### config.mk
export PLATFORM = sky130hd
export DESIGN_NAME = iser_fco_align_flat
export DESIGN_NICKNAME = d
export VERILOG_FILES = /design/src/rtl/iser_pkg.sv /design/src/rtl/iser_fco_align_if.sv /design/src/rtl/iser_fco_edge_det.sv /design/src/rtl/iser_fco_align.sv /design/src/flat_wrapper.sv
export SDC_FILE = /design/constraint.sdc
export NUM_CORES = 1
export LEC_CHECK = 0
export BUFFER_PORTS_ARGS = -buffer_cell sky130_fd_sc_hd__buf_2
export CORE_UTILIZATION = 35
export CTS_CLUSTER_SIZE = 30
export DETAILED_ROUTE_END_ITERATION = 16
export GPL_TIMING_DRIVEN = 0
export PLACE_DENSITY = 0.63
export SETUP_SLACK_MARGIN = 0.05
export SLEW_MARGIN = 20
export SYNTH_ARGS = -nofsm -noshare
export SYNTH_HDL_FRONTEND = slang
export SYNTH_HIERARCHICAL = 1
export SYNTH_SLANG_ARGS = --single-unit
### constraint.sdc
create_clock -name data_clk -period 2.45 [get_ports data_clk]
set_input_delay 0.245 -clock data_clk [delete_from_list [all_inputs] [get_ports data_clk]]
set_output_delay 0.245 -clock data_clk [all_outputs]
set_load 0.005 [all_outputs]
### src/rtl/iser_pkg.sv
// Shared definitions for the FCO frame aligner.
//   fco_state_e      : aligner state machine encoding (SEARCH, VERIFY, LOCKED)
//   FRAME_CYC_16B/12B: data_clk cycles per frame for each frame length
//   POS_BOUNDARY/MID : encodings of the frame-edge phase inside a nibble
//   frame_last()     : last cycle index of a frame for the selected length
package iser_pkg;

  typedef enum logic [1:0] {
    SEARCH = 2'd0,
    VERIFY = 2'd1,
    LOCKED = 2'd2
  } fco_state_e;

  localparam int unsigned FRAME_CYC_16B = 4;
  localparam int unsigned FRAME_CYC_12B = 3;

  localparam logic POS_BOUNDARY = 1'b0;  // rising edge on a nibble boundary
  localparam logic POS_MID      = 1'b1;  // rising edge between the two nibble bits

  // Index of the final cycle of a frame; the cycle counter wraps after it.
  function automatic logic [1:0] frame_last(input logic sel_12b);
    return sel_12b ? 2'(FRAME_CYC_12B - 1) : 2'(FRAME_CYC_16B - 1);
  endfunction

endpackage

### src/rtl/iser_fco_align_if.sv
// Bundle of the aligner's FCO input and frame-timing outputs.
//   fco_nib      : FCO lane nibble, bit[1] earlier in time
//   sel_num_bits : 0 = 16-bit frame, 1 = 12-bit frame (quasi-static)
//   fco_strobe   : one-cycle pulse at each frame start
//   fco_position : edge phase for the current lock, held between strobes
//   fco_locked   : aligner is in LOCKED
//   fco_err_cnt  : saturating count of bad frames seen while locked
//   dbg_state    : current aligner state, for observation only
// Handshake: there is no valid/ready backpressure. fco_nib is consumed on
// every data_clk edge; fco_strobe is a single-cycle qualifier that marks the
// frame start and needs no acknowledge.
interface iser_fco_align_if #(
  parameter int ERR_CNT_W = 8
);
  import iser_pkg::*;

  logic [1:0]           fco_nib;
  logic                 sel_num_bits;
  logic                 fco_strobe;
  logic                 fco_position;
  logic                 fco_locked;
  logic [ERR_CNT_W-1:0] fco_err_cnt;
  fco_state_e           dbg_state;

  modport master (
    output fco_nib, sel_num_bits,
    input  fco_strobe, fco_position, fco_locked, fco_err_cnt, dbg_state
  );

  modport slave (
    input  fco_nib, sel_num_bits,
    output fco_strobe, fco_position, fco_locked, fco_err_cnt, dbg_state
  );

endinterface

### src/rtl/iser_fco_edge_det.sv
// Registers the FCO nibble stream and flags the frame-start rising edge on
// the registered (previous, current) nibble pair.
//   data_clk, rst_n : clock and asynchronous active-low reset
//   fco_nib         : raw FCO nibble, bit[1] earlier in time
//   fco_edge        : rising edge found in the current registered nibble
//   fco_edge_pos    : POS_BOUNDARY or POS_MID, valid while fco_edge is high
module iser_fco_edge_det
  import iser_pkg::*;
(
  input  logic       data_clk,
  input  logic       rst_n,
  input  logic [1:0] fco_nib,
  output logic       fco_edge,
  output logic       fco_edge_pos
);

  logic [1:0] nib_q, nib_d;
  logic [1:0] prev_q, prev_d;

  always_comb begin
    nib_d  = fco_nib;
    prev_d = nib_q;
  end

  always_ff @(posedge data_clk or negedge rst_n) begin
    if (!rst_n) begin
      nib_q  <= 2'b00;
      prev_q <= 2'b00;
    end else begin
      nib_q  <= nib_d;
      prev_q <= prev_d;
    end
  end

  // Boundary edge: last bit of the previous nibble low, both current bits
  // high. Mid edge: the current nibble itself goes 0 -> 1.
  always_comb begin
    fco_edge     = 1'b0;
    fco_edge_pos = POS_BOUNDARY;
    if (!prev_q[0] && (nib_q == 2'b11)) begin
      fco_edge     = 1'b1;
      fco_edge_pos = POS_BOUNDARY;
    end else if (!nib_q[1] && nib_q[0]) begin
      fco_edge     = 1'b1;
      fco_edge_pos = POS_MID;
    end
  end

endmodule

### src/rtl/iser_fco_align.sv
// FCO frame aligner. Finds the frame-start rising edge on the deserialized
// FCO lane, verifies it repeats with a constant phase, then flywheels a
// per-frame strobe while counting frames that miss the expected edge.
//   data_clk, rst_n : clock and asynchronous active-low reset
//   bus (slave)     : fco_nib / sel_num_bits in; fco_strobe, fco_position,
//                     fco_locked, fco_err_cnt, dbg_state out
module iser_fco_align
  import iser_pkg::*;
#(
  parameter int LOCK_FRAMES = 8,
  parameter int UNLOCK_ERRS = 4,
  parameter int ERR_CNT_W   = 8
) (
  input  logic              data_clk,
  input  logic              rst_n,
  iser_fco_align_if.slave   bus
);

  localparam int GOOD_W = $clog2(LOCK_FRAMES + 1);
  localparam int BAD_W  = $clog2(UNLOCK_ERRS + 1);

  fco_state_e           state_q, state_d;
  logic [1:0]           cyc_q, cyc_d;
  logic [GOOD_W-1:0]    good_q, good_d;
  logic [BAD_W-1:0]     bad_run_q, bad_run_d;
  logic [ERR_CNT_W-1:0] err_q, err_d;
  logic                 pos_ref_q, pos_ref_d;
  logic                 pos_out_q, pos_out_d;
  logic                 strobe_q, strobe_d;
  logic                 frame_bad_q, frame_bad_d;
  logic                 sel_q, sel_d;
  logic                 sel_prev_q, sel_prev_d;

  logic                 fco_edge;
  logic                 fco_edge_pos;
  logic                 sel_chg;
  logic                 wrap;
  logic                 edge_ok;
  logic [GOOD_W-1:0]    good_inc;
  logic [BAD_W-1:0]     bad_inc;

  iser_fco_edge_det u_edge_det (
    .data_clk     (data_clk),
    .rst_n        (rst_n),
    .fco_nib      (bus.fco_nib),
    .fco_edge     (fco_edge),
    .fco_edge_pos (fco_edge_pos)
  );

  always_ff @(posedge data_clk or negedge rst_n) begin
    if (!rst_n) begin
      state_q     <= SEARCH;
      cyc_q       <= 2'd0;
      good_q      <= '0;
      bad_run_q   <= '0;
      err_q       <= '0;
      pos_ref_q   <= POS_BOUNDARY;
      pos_out_q   <= POS_BOUNDARY;
      strobe_q    <= 1'b0;
      frame_bad_q <= 1'b0;
      sel_q       <= 1'b0;
      sel_prev_q  <= 1'b0;
    end else begin
      state_q     <= state_d;
      cyc_q       <= cyc_d;
      good_q      <= good_d;
      bad_run_q   <= bad_run_d;
      err_q       <= err_d;
      pos_ref_q   <= pos_ref_d;
      pos_out_q   <= pos_out_d;
      strobe_q    <= strobe_d;
      frame_bad_q <= frame_bad_d;
      sel_q       <= sel_d;
      sel_prev_q  <= sel_prev_d;
    end
  end

  always_comb begin
    state_d     = state_q;
    cyc_d       = cyc_q;
    good_d      = good_q;
    bad_run_d   = bad_run_q;
    err_d       = err_q;
    pos_ref_d   = pos_ref_q;
    pos_out_d   = pos_out_q;
    strobe_d    = 1'b0;
    frame_bad_d = frame_bad_q;
    sel_d       = bus.sel_num_bits;
    sel_prev_d  = sel_q;

    // The frame length in use is the registered select, aligned with the
    // registered nibble that the edge detector looks at.
    sel_chg  = (sel_q != sel_prev_q);
    wrap     = (cyc_q == frame_last(sel_q));
    edge_ok  = fco_edge && (fco_edge_pos == pos_ref_q);
    good_inc = good_q + 1'b1;
    bad_inc  = bad_run_q + 1'b1;

    if (state_q != SEARCH) begin
      cyc_d = wrap ? 2'd0 : cyc_q + 2'd1;
    end

    if (sel_chg) begin
      // A frame-length change invalidates any timing learnt so far.
      state_d     = SEARCH;
      cyc_d       = 2'd0;
      good_d      = '0;
      bad_run_d   = '0;
      frame_bad_d = 1'b0;
    end else begin
      case (state_q)
        SEARCH: begin
          cyc_d       = 2'd0;
          frame_bad_d = 1'b0;
          if (fco_edge) begin
            pos_ref_d = fco_edge_pos;
            good_d    = '0;
            state_d   = VERIFY;
          end
        end
        VERIFY: begin
          if (wrap) begin
            if (edge_ok) begin
              good_d = good_inc;
              if (good_inc == GOOD_W'(LOCK_FRAMES - 1)) begin
                state_d     = LOCKED;
                pos_out_d   = pos_ref_q;
                bad_run_d   = '0;
                frame_bad_d = 1'b0;
              end
            end else begin
              state_d = SEARCH;
            end
          end else if (fco_edge) begin
            state_d = SEARCH;
          end
        end
        LOCKED: begin
          // Flywheel: the strobe follows the counter, not the observed edge.
          // An edge off the wrap cycle marks the frame bad; the verdict is
          // taken once per frame, at the wrap.
          if (wrap) begin
            strobe_d    = 1'b1;
            frame_bad_d = 1'b0;
            if (frame_bad_q || !edge_ok) begin
              bad_run_d = bad_inc;
              if (err_q != '1) begin
                err_d = err_q + 1'b1;
              end
              if (bad_inc == BAD_W'(UNLOCK_ERRS)) begin
                state_d = SEARCH;
              end
            end else begin
              bad_run_d = '0;
            end
          end else if (fco_edge) begin
            frame_bad_d = 1'b1;
          end
        end
        default: begin
          state_d = SEARCH;
        end
      endcase
    end
  end

  assign bus.fco_strobe   = strobe_q;
  assign bus.fco_position = pos_out_q;
  assign bus.fco_locked   = (state_q == LOCKED);
  assign bus.fco_err_cnt  = err_q;
  assign bus.dbg_state    = state_q;

endmodule

### src/flat_wrapper.sv
// flat-port wrapper written by rule: the top's interface ports become plain ports
module iser_fco_align_flat import iser_pkg::*;
#(
  parameter int LOCK_FRAMES = 8,
  parameter int UNLOCK_ERRS = 4,
  parameter int ERR_CNT_W   = 8
)
  (data_clk, rst_n, bus_fco_nib, bus_sel_num_bits, bus_fco_strobe, bus_fco_position, bus_fco_locked, bus_fco_err_cnt, bus_dbg_state);
  iser_fco_align_if #(.ERR_CNT_W(ERR_CNT_W)) bus_i ();
  input  logic data_clk;
  input  logic rst_n;
  input wire logic [$bits(bus_i.fco_nib)-1:0] bus_fco_nib;
  input wire logic [$bits(bus_i.sel_num_bits)-1:0] bus_sel_num_bits;
  output wire logic [$bits(bus_i.fco_strobe)-1:0] bus_fco_strobe;
  output wire logic [$bits(bus_i.fco_position)-1:0] bus_fco_position;
  output wire logic [$bits(bus_i.fco_locked)-1:0] bus_fco_locked;
  output wire logic [$bits(bus_i.fco_err_cnt)-1:0] bus_fco_err_cnt;
  output wire logic [$bits(bus_i.dbg_state)-1:0] bus_dbg_state;
  assign bus_i.fco_nib = bus_fco_nib;
  assign bus_i.sel_num_bits = bus_sel_num_bits;
  assign bus_fco_strobe = bus_i.fco_strobe;
  assign bus_fco_position = bus_i.fco_position;
  assign bus_fco_locked = bus_i.fco_locked;
  assign bus_fco_err_cnt = bus_i.fco_err_cnt;
  assign bus_dbg_state = bus_i.dbg_state;
  iser_fco_align #(.LOCK_FRAMES(LOCK_FRAMES), .UNLOCK_ERRS(UNLOCK_ERRS), .ERR_CNT_W(ERR_CNT_W)) u_core (.data_clk(data_clk), .rst_n(rst_n), .bus(bus_i));
endmodule
* Word-level counts from Yosys, hierarchy flattened
Index checks and enable logic that the tools add are counted.
** Cells by class
- Add/sub/neg operators :: 4
- Equality and inequality tests :: 19
- Muxes and demuxes :: 40
- Bitwise logic cells :: 1
- Reductions and logical operators :: 20
** Operators by type and width (count)
- $mux 2 :: 13
- $ne 3x1->1 const B :: 7
- $reduce_and 5->1 :: 4
- $mux 3 :: 6
- $mux 4 :: 4
- $mux 1 :: 13
- $reduce_bool 3->1 :: 3
- $add 8x1->8 const B :: 1
- $ne 4x1->1 const B :: 2
- $ne 8x8->1 const B :: 1
- $pmux 4 s2 :: 1
- $pmux 2 s3 :: 1
- $pmux 3 s2 :: 1
- $reduce_and 6->1 :: 1
- $ne 5x4->1 const B :: 1
- $add 4x1->4 const B :: 1
- $eq 2x2->1 const B :: 2
- $eq 4x3->1 const B :: 1
- $reduce_and 4->1 :: 1
- $reduce_bool 4->1 :: 1
- $add 3x1->3 const B :: 1
- $eq 3x3->1 const B :: 1
- $logic_and 1x1->1 :: 3
- $logic_not 1->1 :: 3
- 11 further kinds :: 11
** Storage, ports and cells
- Register bits :: 28
- Bits of input ports :: 5
- Output and inout bits :: 13
- Logic and storage cells :: 97

* Longest topological paths before layout
Gate-level depths: netlist (run 1).
- Depth after elaboration :: 12
- Depth in mapped cells :: 7
- Gate-level depth less buffers :: 7

* By module
Netlist (run 1), hierarchy kept.
** By module, submodules not included
- iser_fco_align :: times used 1, cells each 125, area each 1362.6 sq um, sequential area each 625.6 sq um
- iser_fco_edge_det :: times used 1, cells each 5, area each 92.6 sq um, sequential area each 75.1 sq um

* Worst setup path before layout (run 1)
OpenSTA, ideal clock, no wires.
- Kind :: register -> register
- Start point :: register u_core.sel_q, in the netlist u_core/sel_prev_d
- End point :: register u_core.pos_out_q, in the netlist u_core/bus.fco_position
- Setup time :: 0.128 ns
- Arrival time :: 1.688 ns
- Path slack :: 0.634 ns
- Stages on the path, launching flop included :: 8
- Buffers on the path :: 2
- Cell sequence :: dfrtp_1 buf_4 xnor2_2 nand3_1 or2_1 buf_6 nor2_1 mux2_1
** On the way
- Word-level cells in the longest chain between the ends :: 3
- Elaborated cells between the ends (all ways) :: 5
** RTL lines
- from (decl) :: line iser_fco_align.sv:31 : logic sel_q, sel_d;
- from (signal assigned) :: line iser_fco_align.sv:73 : sel_q <= sel_d;
- $mux 1 or $ne 1x1->1 (tied branches) :: line iser_pkg.sv:22, iser_fco_align.sv:93
- $eq 2x2->1 or $not 1->1 (tied branches)
- $reduce_and 5->1 (no source line) (*)
- to (signal assigned) :: line iser_fco_align.sv:70 : pos_out_q <= pos_out_d;
- to (decl) :: line iser_fco_align.sv:28 : logic pos_out_q, pos_out_d;
Every way passes the cells marked *; elsewhere a longest branch is shown, timed or not.
A chain may end at the register's enable or synchronous reset.

* Worst setup path after layout (run 1)
Ends and elaborated chain as after synthesis.

==> run metrics, run 1 <==
synthesis-stage register bit count 28; Clk Latency, worst-skew pair around 0.27 ns; Final Hold Viols 0; aggregate negative setup slack 0 ns; cell area after synthesis about 1500 um^2; Via Count 1050; Post-Place Worst Slack 0.415 ns; share of synthesized area occupied by flip-flops and latches 48.2%; Avg Synthesized Cell Area roughly 11 um^2; Reg2Reg Capture Point u_core/bus.fco_position; number of max-slew violations in the final report 0; estimated wirelength of the detail-placed design roughly 2100 um; number of remaining DRC errors 0; Synthesis Warnings 6; routed wire length per instance between 10 and 15 um; post-route fraction of the period consumed by the critical path 83.4%; class of the worst hold path in -> reg; Total Power Consumption between 0.8 and 0.9 mW; Power Dens Cells slightly below 500 nW/um^2; Critical Path, Cell by Cell buf_4 -> xnor2_2 -> nand3_1 -> or2_1 -> buf_6 -> nor2_1 -> mux2_1; post-layout min period between 2 and 2.5 ns; area of placed instances ~1600 um^2; instance count after placement with tap cells included a little under 200; Max stage delay on crit path about 0.40 ns; clock sink count 28; Post-Route Utilization around two fifths; Worst Hold Slack about 0.072 ns; number of distinct library cell variants in the gate-level netlist after synthesis 42; unrepaired setup endpoints after global routing no; violation count after the first detailed-routing iteration 14; routed via count divided by cell count 5.22; most frequent standard cell in the layout excluding fill and tap cells sky130_fd_sc_hd__dfrtp_1; slew of the pin with the lowest slew margin around 0.6 ns; chip width between 60 and 70 um; post-layout instance area roughly 1700 um^2; clock root cell sky130_fd_sc_hd__clkbuf_8; Worst slew margin between 50% and 60%; Worst Path Arrival roughly 2.2 ns; vias in the first global route 1041; top cell family by delay on the critical path simple AND/OR/NAND/NOR gates; grt total ovfl 0; buffers and inverters on the worst path 2; most instantiated flip-flop cell in the synthesis netlist sky130_fd_sc_hd__dfrtp_1; final setup slack of the worst path between 0.4 and 0.5 ns; R2R depth 7; largest net degree at the start of global routing 29; placement row count 23; boundary pin count 18; post-CTS setup-driven buffer insertion count 0; result of the run finished clean; Crit Reg-Reg Startpoint u_core/sel_prev_d; minimum setup slack among reg-to-reg paths approximately 0.4 ns; total CTS buffers 3; number of synthesized flops with an enable pin 0; Peak VDD IR around 0.27 mV; buffer depth of the longest clock path 2; count of port buffers added during placement 17; Critical Path Slowest Stage Cell sky130_fd_sc_hd__dfrtp_1; total global-route track usage around 14%; setup skew after layout ~0.0013 ns; DRT antenna net count 0; CTS H-tree depth 1; type of the setup path with the least slack reg -> reg; cell leakage power approximately 0.80 nW; layout cells sized above 1 23.2%; cells resized by post-CTS repair 0; critical path capture point type flop; data required time of the worst path between 2 and 3 ns; Core Area between 4000 and 5000 um^2; DRT Wirelength ~2700 um; number of antenna violations at the first check in global routing 0; number of nets in the final layout between 150 and 200; Hold Crit Depth 1; Synth-to-Final Area Change 13.7%; highest-count cells in the layout ignoring fill and taps 28 x sky130_fd_sc_hd__dfrtp_1, 17 x sky130_fd_sc_hd__buf_2, 10 x sky130_fd_sc_hd__nor2_1; share of synthesized registers carrying an async set or reset 100%; number of diodes added for antenna fixing 0; Max FO, Critical Path 6; Hold EP u_core/u_edge_det/nib_q[0]; Post-Syn Nets between 100 and 150; first-pass GRT wire length around 4600 um; die height 66.5 um; number of maximum-capacitance violations 0; Finish-stage setup viols 0; clock transition time at the flip-flop clock pins of the worst setup and hold paths 0.09 ns; CTS tree yes; min-delay src bus_fco_nib[0]; GPL Wtd Cong about 0.85; filler-free cell count of the finished design between 200 and 250; Die Area 4420 um^2; post-synthesis instance total 130; achievable frequency 0.489 GHz; Detailed Routing Iterations Pass 1 4; startpoint types flop; starting density of the core between 30 and 40%
==> cells in the mapped netlist, types with 2 or more instances <==
cell	instances	area share (%)
sky130_fd_sc_hd__o21ai_0	4	1.4
sky130_fd_sc_hd__nand3b_1	3	1.5
sky130_fd_sc_hd__and3_1	3	1.3
sky130_fd_sc_hd__nor2_1	10	2.6
sky130_fd_sc_hd__nand2b_1	2	0.86
sky130_fd_sc_hd__inv_1	5	1.3
sky130_fd_sc_hd__xor2_1	5	3.0
sky130_fd_sc_hd__o22ai_1	2	0.86
sky130_fd_sc_hd__nand4_1	4	1.7
sky130_fd_sc_hd__xnor2_1	6	3.6
sky130_fd_sc_hd__nand2_1	9	2.3
sky130_fd_sc_hd__dfrtp_1	28	48
sky130_fd_sc_hd__ha_1	5	4.3
sky130_fd_sc_hd__nor3_1	4	1.4
sky130_fd_sc_hd__o211ai_1	2	1.0
sky130_fd_sc_hd__mux2i_1	2	1.4
sky130_fd_sc_hd__nand3_1	3	1.0
sky130_fd_sc_hd__buf_6	2	1.5
sky130_fd_sc_hd__mux2_2	4	3.1
sky130_fd_sc_hd__and2b_1	2	1.0
sky130_fd_sc_hd__a21oi_1	3	1.0
sky130_fd_sc_hd__a31oi_1	2	0.86
==> repair_timing <==
action | CTS | global route
hold endpoints to repair | 28 | 0
hold buffers | 1 | 0
setup endpoints to repair | 0 | 0
==> sequential cells by signal, indices dropped and copies added, names as in the netlist, 2 cells and up <==
signal and count:
u_core/bus.fco_err_cnt 8, u_core/cyc_q 2, u_core/bad_run_q 3, u_core/good_q 4, u_core/u_edge_det/nib_q 2, u_core/bus.dbg_state 2
==> worst register-to-register path, delay by kind of cell, from the launching register on <==
| kind | cells | cell delay, ns |
|---|---|---|
| simple gates | 3 | 0.61 |
| flops | 1 | 0.40 |
| xor+xnor | 1 | 0.29 |
| buf+inv | 2 | 0.30 |
| mux | 1 | 0.33 |
==> kinds of logic after synthesis <==
family          after synthesis  synth area share (%)
mux                           7                  5.24
buf+inv                       8                  3.35
simple gates                 48                  18.1
xor+xnor                     13                  8.86
compound gates               21                  12.0
fa+ha+maj                     5                  4.30
flops                        28                  48.2
==> per-layer routing <==
metal	part of all wire (%)	wire length (um)	track usage (%)	vias to the layer above
met5	0	0	0	-
met4	1.3	36	5.85	0
met3	5.5	149	2.40	3
met2	50	1360	24.9	38
met1	43	1180	16.2	511
li1	-	-	-	498
==> layout make-up <==
| class | count | area (um^2) |
|---|---|---|
| timing repair buffer | 18 | 95.1 |
| buffer | 3 | 30.0 |
| fill | 391 | 2350 |
| clock buffer | 3 | 41.3 |
| multi-input combinational | 94 | 706 |
| inverter | 5 | 18.8 |
| tap | 50 | 62.6 |
| sequential | 28 | 701 |
==> power by group <==
part,switching [mW],leakage [nW],total [mW],internal [mW]
Sequential,0.0108,0.378,0.483,0.473
Clock,0.132,0.0216,0.243,0.110
Combinational,0.0495,0.397,0.0821,0.0326
Total,0.193,0.796,0.808,0.616
==> worst max-delay path by stage <==
| stage | slack (ns) | to | cells past startpoint | from |
|---|---|---|---|---|
| after floorplan | 0.63 | u_core/bus.fco_position | 7 | u_core/sel_prev_d |
| after global placement | 0.46 | u_core/bus.fco_position | 7 | u_core/sel_prev_d |
| after detailed placement | 0.42 | u_core/bus.fco_position | 7 | u_core/sel_prev_d |
| after CTS | 0.38 | u_core/bus.fco_position | 7 | u_core/sel_prev_d |
| after global routing | 0.28 | u_core/bus.fco_position | 7 | u_core/sel_prev_d |
| final | 0.41 | u_core/bus.fco_position | 7 | u_core/sel_prev_d |
Note: power is estimated with default switching activity, not from simulation.
==> run 2, diff against run 1 <==
Settings changed: PLACE_DENSITY 0.63 to 0.65.
Clock period 2.45 ns to 1.8 ns, I/O delays scaled along.
==> run 2 against run 1 <==
Effect of this change:
- the run now ends with negative setup slack left
- sequential cell count is the same
- clock skew grew 0.0062 ns
- cell count grew 11%
- non-clock buffer count grew 21
- highest routed layer unchanged
==> run metrics, run 2 (synthesized netlist as in run 1, its figures left out) <==
result of the run complete, but fails checks; failing checks negative setup slack; Clock power frac 37.2%; starting density of the core 36.4%; clock sink count 28; number of maximum-capacitance violations 0; data required time of the worst path between 1.5 and 2 ns; placement row count 23; GPL Wtd Cong approximately 0.9; number of max-slew violations in the final report 0; DRT antenna net count 0; cell-internal power 1.04 mW; number of nets in the final layout 184; type of the setup path with the least slack reg -> reg; Die Area ~4400 um^2; Via Count 1120; number of diodes added for antenna fixing 0; filler-free cell count of the finished design ~220; number of remaining DRC errors 0; chip width about 66 um; largest net degree at the start of global routing 29; clock transition time at the flip-flop clock pins of the worst setup and hold paths around 0.10 ns; layout cells sized above 1 between 40% and 50%; routed via count divided by cell count between 5 and 6; total global-route track usage 15.5%; DRT Wirelength about 3200 um; GR Layer Usage met1 around 18%; count of port buffers added during placement 17; most congested layer reported by global routing met2; post-layout min period ~1.9 ns; Sw Share approximately 23%; Synth-to-Final Area Change 41.5%; instance count after placement with tap cells included 197; Post-Route Utilization about 51%; Finish-stage setup viols 3; highest-count cells in the layout ignoring fill and taps 25 x sky130_fd_sc_hd__dfrtp_1, 17 x sky130_fd_sc_hd__buf_2, 12 x sky130_fd_sc_hd__buf_4; class of the worst hold path reg -> reg; startpoint types flop; unrepaired setup endpoints after global routing yes; Worst slew margin about 58%; Worst Hold Slack 0.402 ns; met3 track demand over resource in global routing 3.60%; routed wire length per instance 14.4 um; total CTS buffers 3; estimated wirelength of the detail-placed design around 2000 um; CTS tree yes; part of the power in combinational logic about 14%; area of placed instances around 1700 um^2; most frequent standard cell in the layout excluding fill and tap cells sky130_fd_sc_hd__dfrtp_1; buffer depth of the longest clock path 2; post-route fraction of the period consumed by the critical path 104%; post-layout instance area roughly 2100 um^2; first-pass GRT wire length 5130 um; final setup slack of the worst path -0.0630 ns; Core Area between 4000 and 5000 um^2; Worst Path Arrival approximately 2.0 ns; boundary pin count 18; grt total ovfl 0; achievable frequency 0.537 GHz; setup skew after layout roughly 0.0076 ns; max reg flops 8; die height approximately 66 um; clock root cell sky130_fd_sc_hd__clkbuf_8; cell leakage power ~0.97 nW; met2 demand-to-capacity share in global routing approximately 29%; Final Hold Viols 0; Power Dens Cells approximately 660 nW/um^2; slew of the pin with the lowest slew margin 0.634 ns; critical path capture point type flop; violation count after the first detailed-routing iteration 26; Peak VDD IR about 0.55 mV; total net switching power roughly 0.31 mW; Clk Latency, worst-skew pair about 0.28 ns; Max FO, Critical Path 3; CTS H-tree depth 1; Detailed Routing Iterations Pass 1 4; Post-Place Worst Slack -0.144 ns; vias in the first global route ~1.2k; sequential fraction of design power between 40% and 50%; number of antenna violations at the first check in global routing 0
run 2: changes by cell type in the layout (fill, tap and decap cells not counted), moves of 3 or more:
cell / previous run / this run
sky130_fd_sc_hd__buf_4: 1 / 12
sky130_fd_sc_hd__buf_6: 2 / 7
sky130_fd_sc_hd__dfrtp_1: 28 / 25
sky130_fd_sc_hd__dfrtp_2: 0 / 3
sky130_fd_sc_hd__dlygate4sd3_1: 1 / 4
sky130_fd_sc_hd__nand2_1: 9 / 6
run 2: final timing paths:
path	from	end	slack, ns	cells after the start
max	u_core/u_edge_det/nib_q[0]	u_core/bus.fco_position	-0.06	7
min	u_core/sel_prev_d	u_core/sel_prev_q	0.40	0
max reg2reg	u_core/u_edge_det/nib_q[0]	u_core/bus.fco_position	-0.06	7
min reg2reg	u_core/sel_prev_d	u_core/sel_prev_q	0.40	0
max in group asynchronous	rst_n	u_core/good_q[0]	0.91	2
min in group asynchronous	rst_n	u_core/bus.fco_strobe	0.44	2
run 2: what timing repair did:
item,CTS,global route
hold buffers,4,0
pin swaps,9,12
hold endpoints to repair,31,0
buffers inserted,13,5
gates cloned,0,0
endpoints found under the setup margin,14,17
gates resized for setup,12,18
run 2: area by class of cell:
class                      count  area, um^2
tap                           50        62.6
timing repair buffer          39         300
clock buffer                   3        41.3
sequential                    28         704
fill                         350        1940
buffer                         3        33.8
clock inverter                 1        30.0
inverter                       5        18.8
multi-input combinational     94         868
run 2: metrics by stage:
stage | setup TNS, ns | total power [mW]
after global placement | -0.248 | 0.788
after floorplan | 0 | 0.755
after CTS | -0.115 | 1.32
after global routing | -0.957 | 1.40
after detailed placement | -0.628 | 0.792
final | -0.101 | 1.35
run 2: power by group through the flow:
stage | sequential (mW) | clock (mW) | combinational (mW)
floorplan | 0.671 | 0 | 0.0847
global placement | 0.674 | 0 | 0.114
detailed placement | 0.675 | 0 | 0.117
CTS | 0.663 | 0.513 | 0.139
global route | 0.667 | 0.537 | 0.195
finish | 0.665 | 0.502 | 0.183
run 2: routing by layer:
layer	up-vias	share of wire, %	wire length (um)
met1	539	41	1330
li1	541	-	-
met3	6	4.4	141
met4	0	1.2	39
met2	34	53	1710
met5	-	0	0
run 2: worst max-delay path: stages, from the launching register on:
cell                       delay, ns
sky130_fd_sc_hd__dfrtp_1        0.40
sky130_fd_sc_hd__nor2b_4        0.14
sky130_fd_sc_hd__xor2_2         0.19
sky130_fd_sc_hd__nand4b_1       0.25
sky130_fd_sc_hd__or2_1          0.28
sky130_fd_sc_hd__buf_6          0.13
sky130_fd_sc_hd__nor2_4         0.08
sky130_fd_sc_hd__mux2_4         0.30
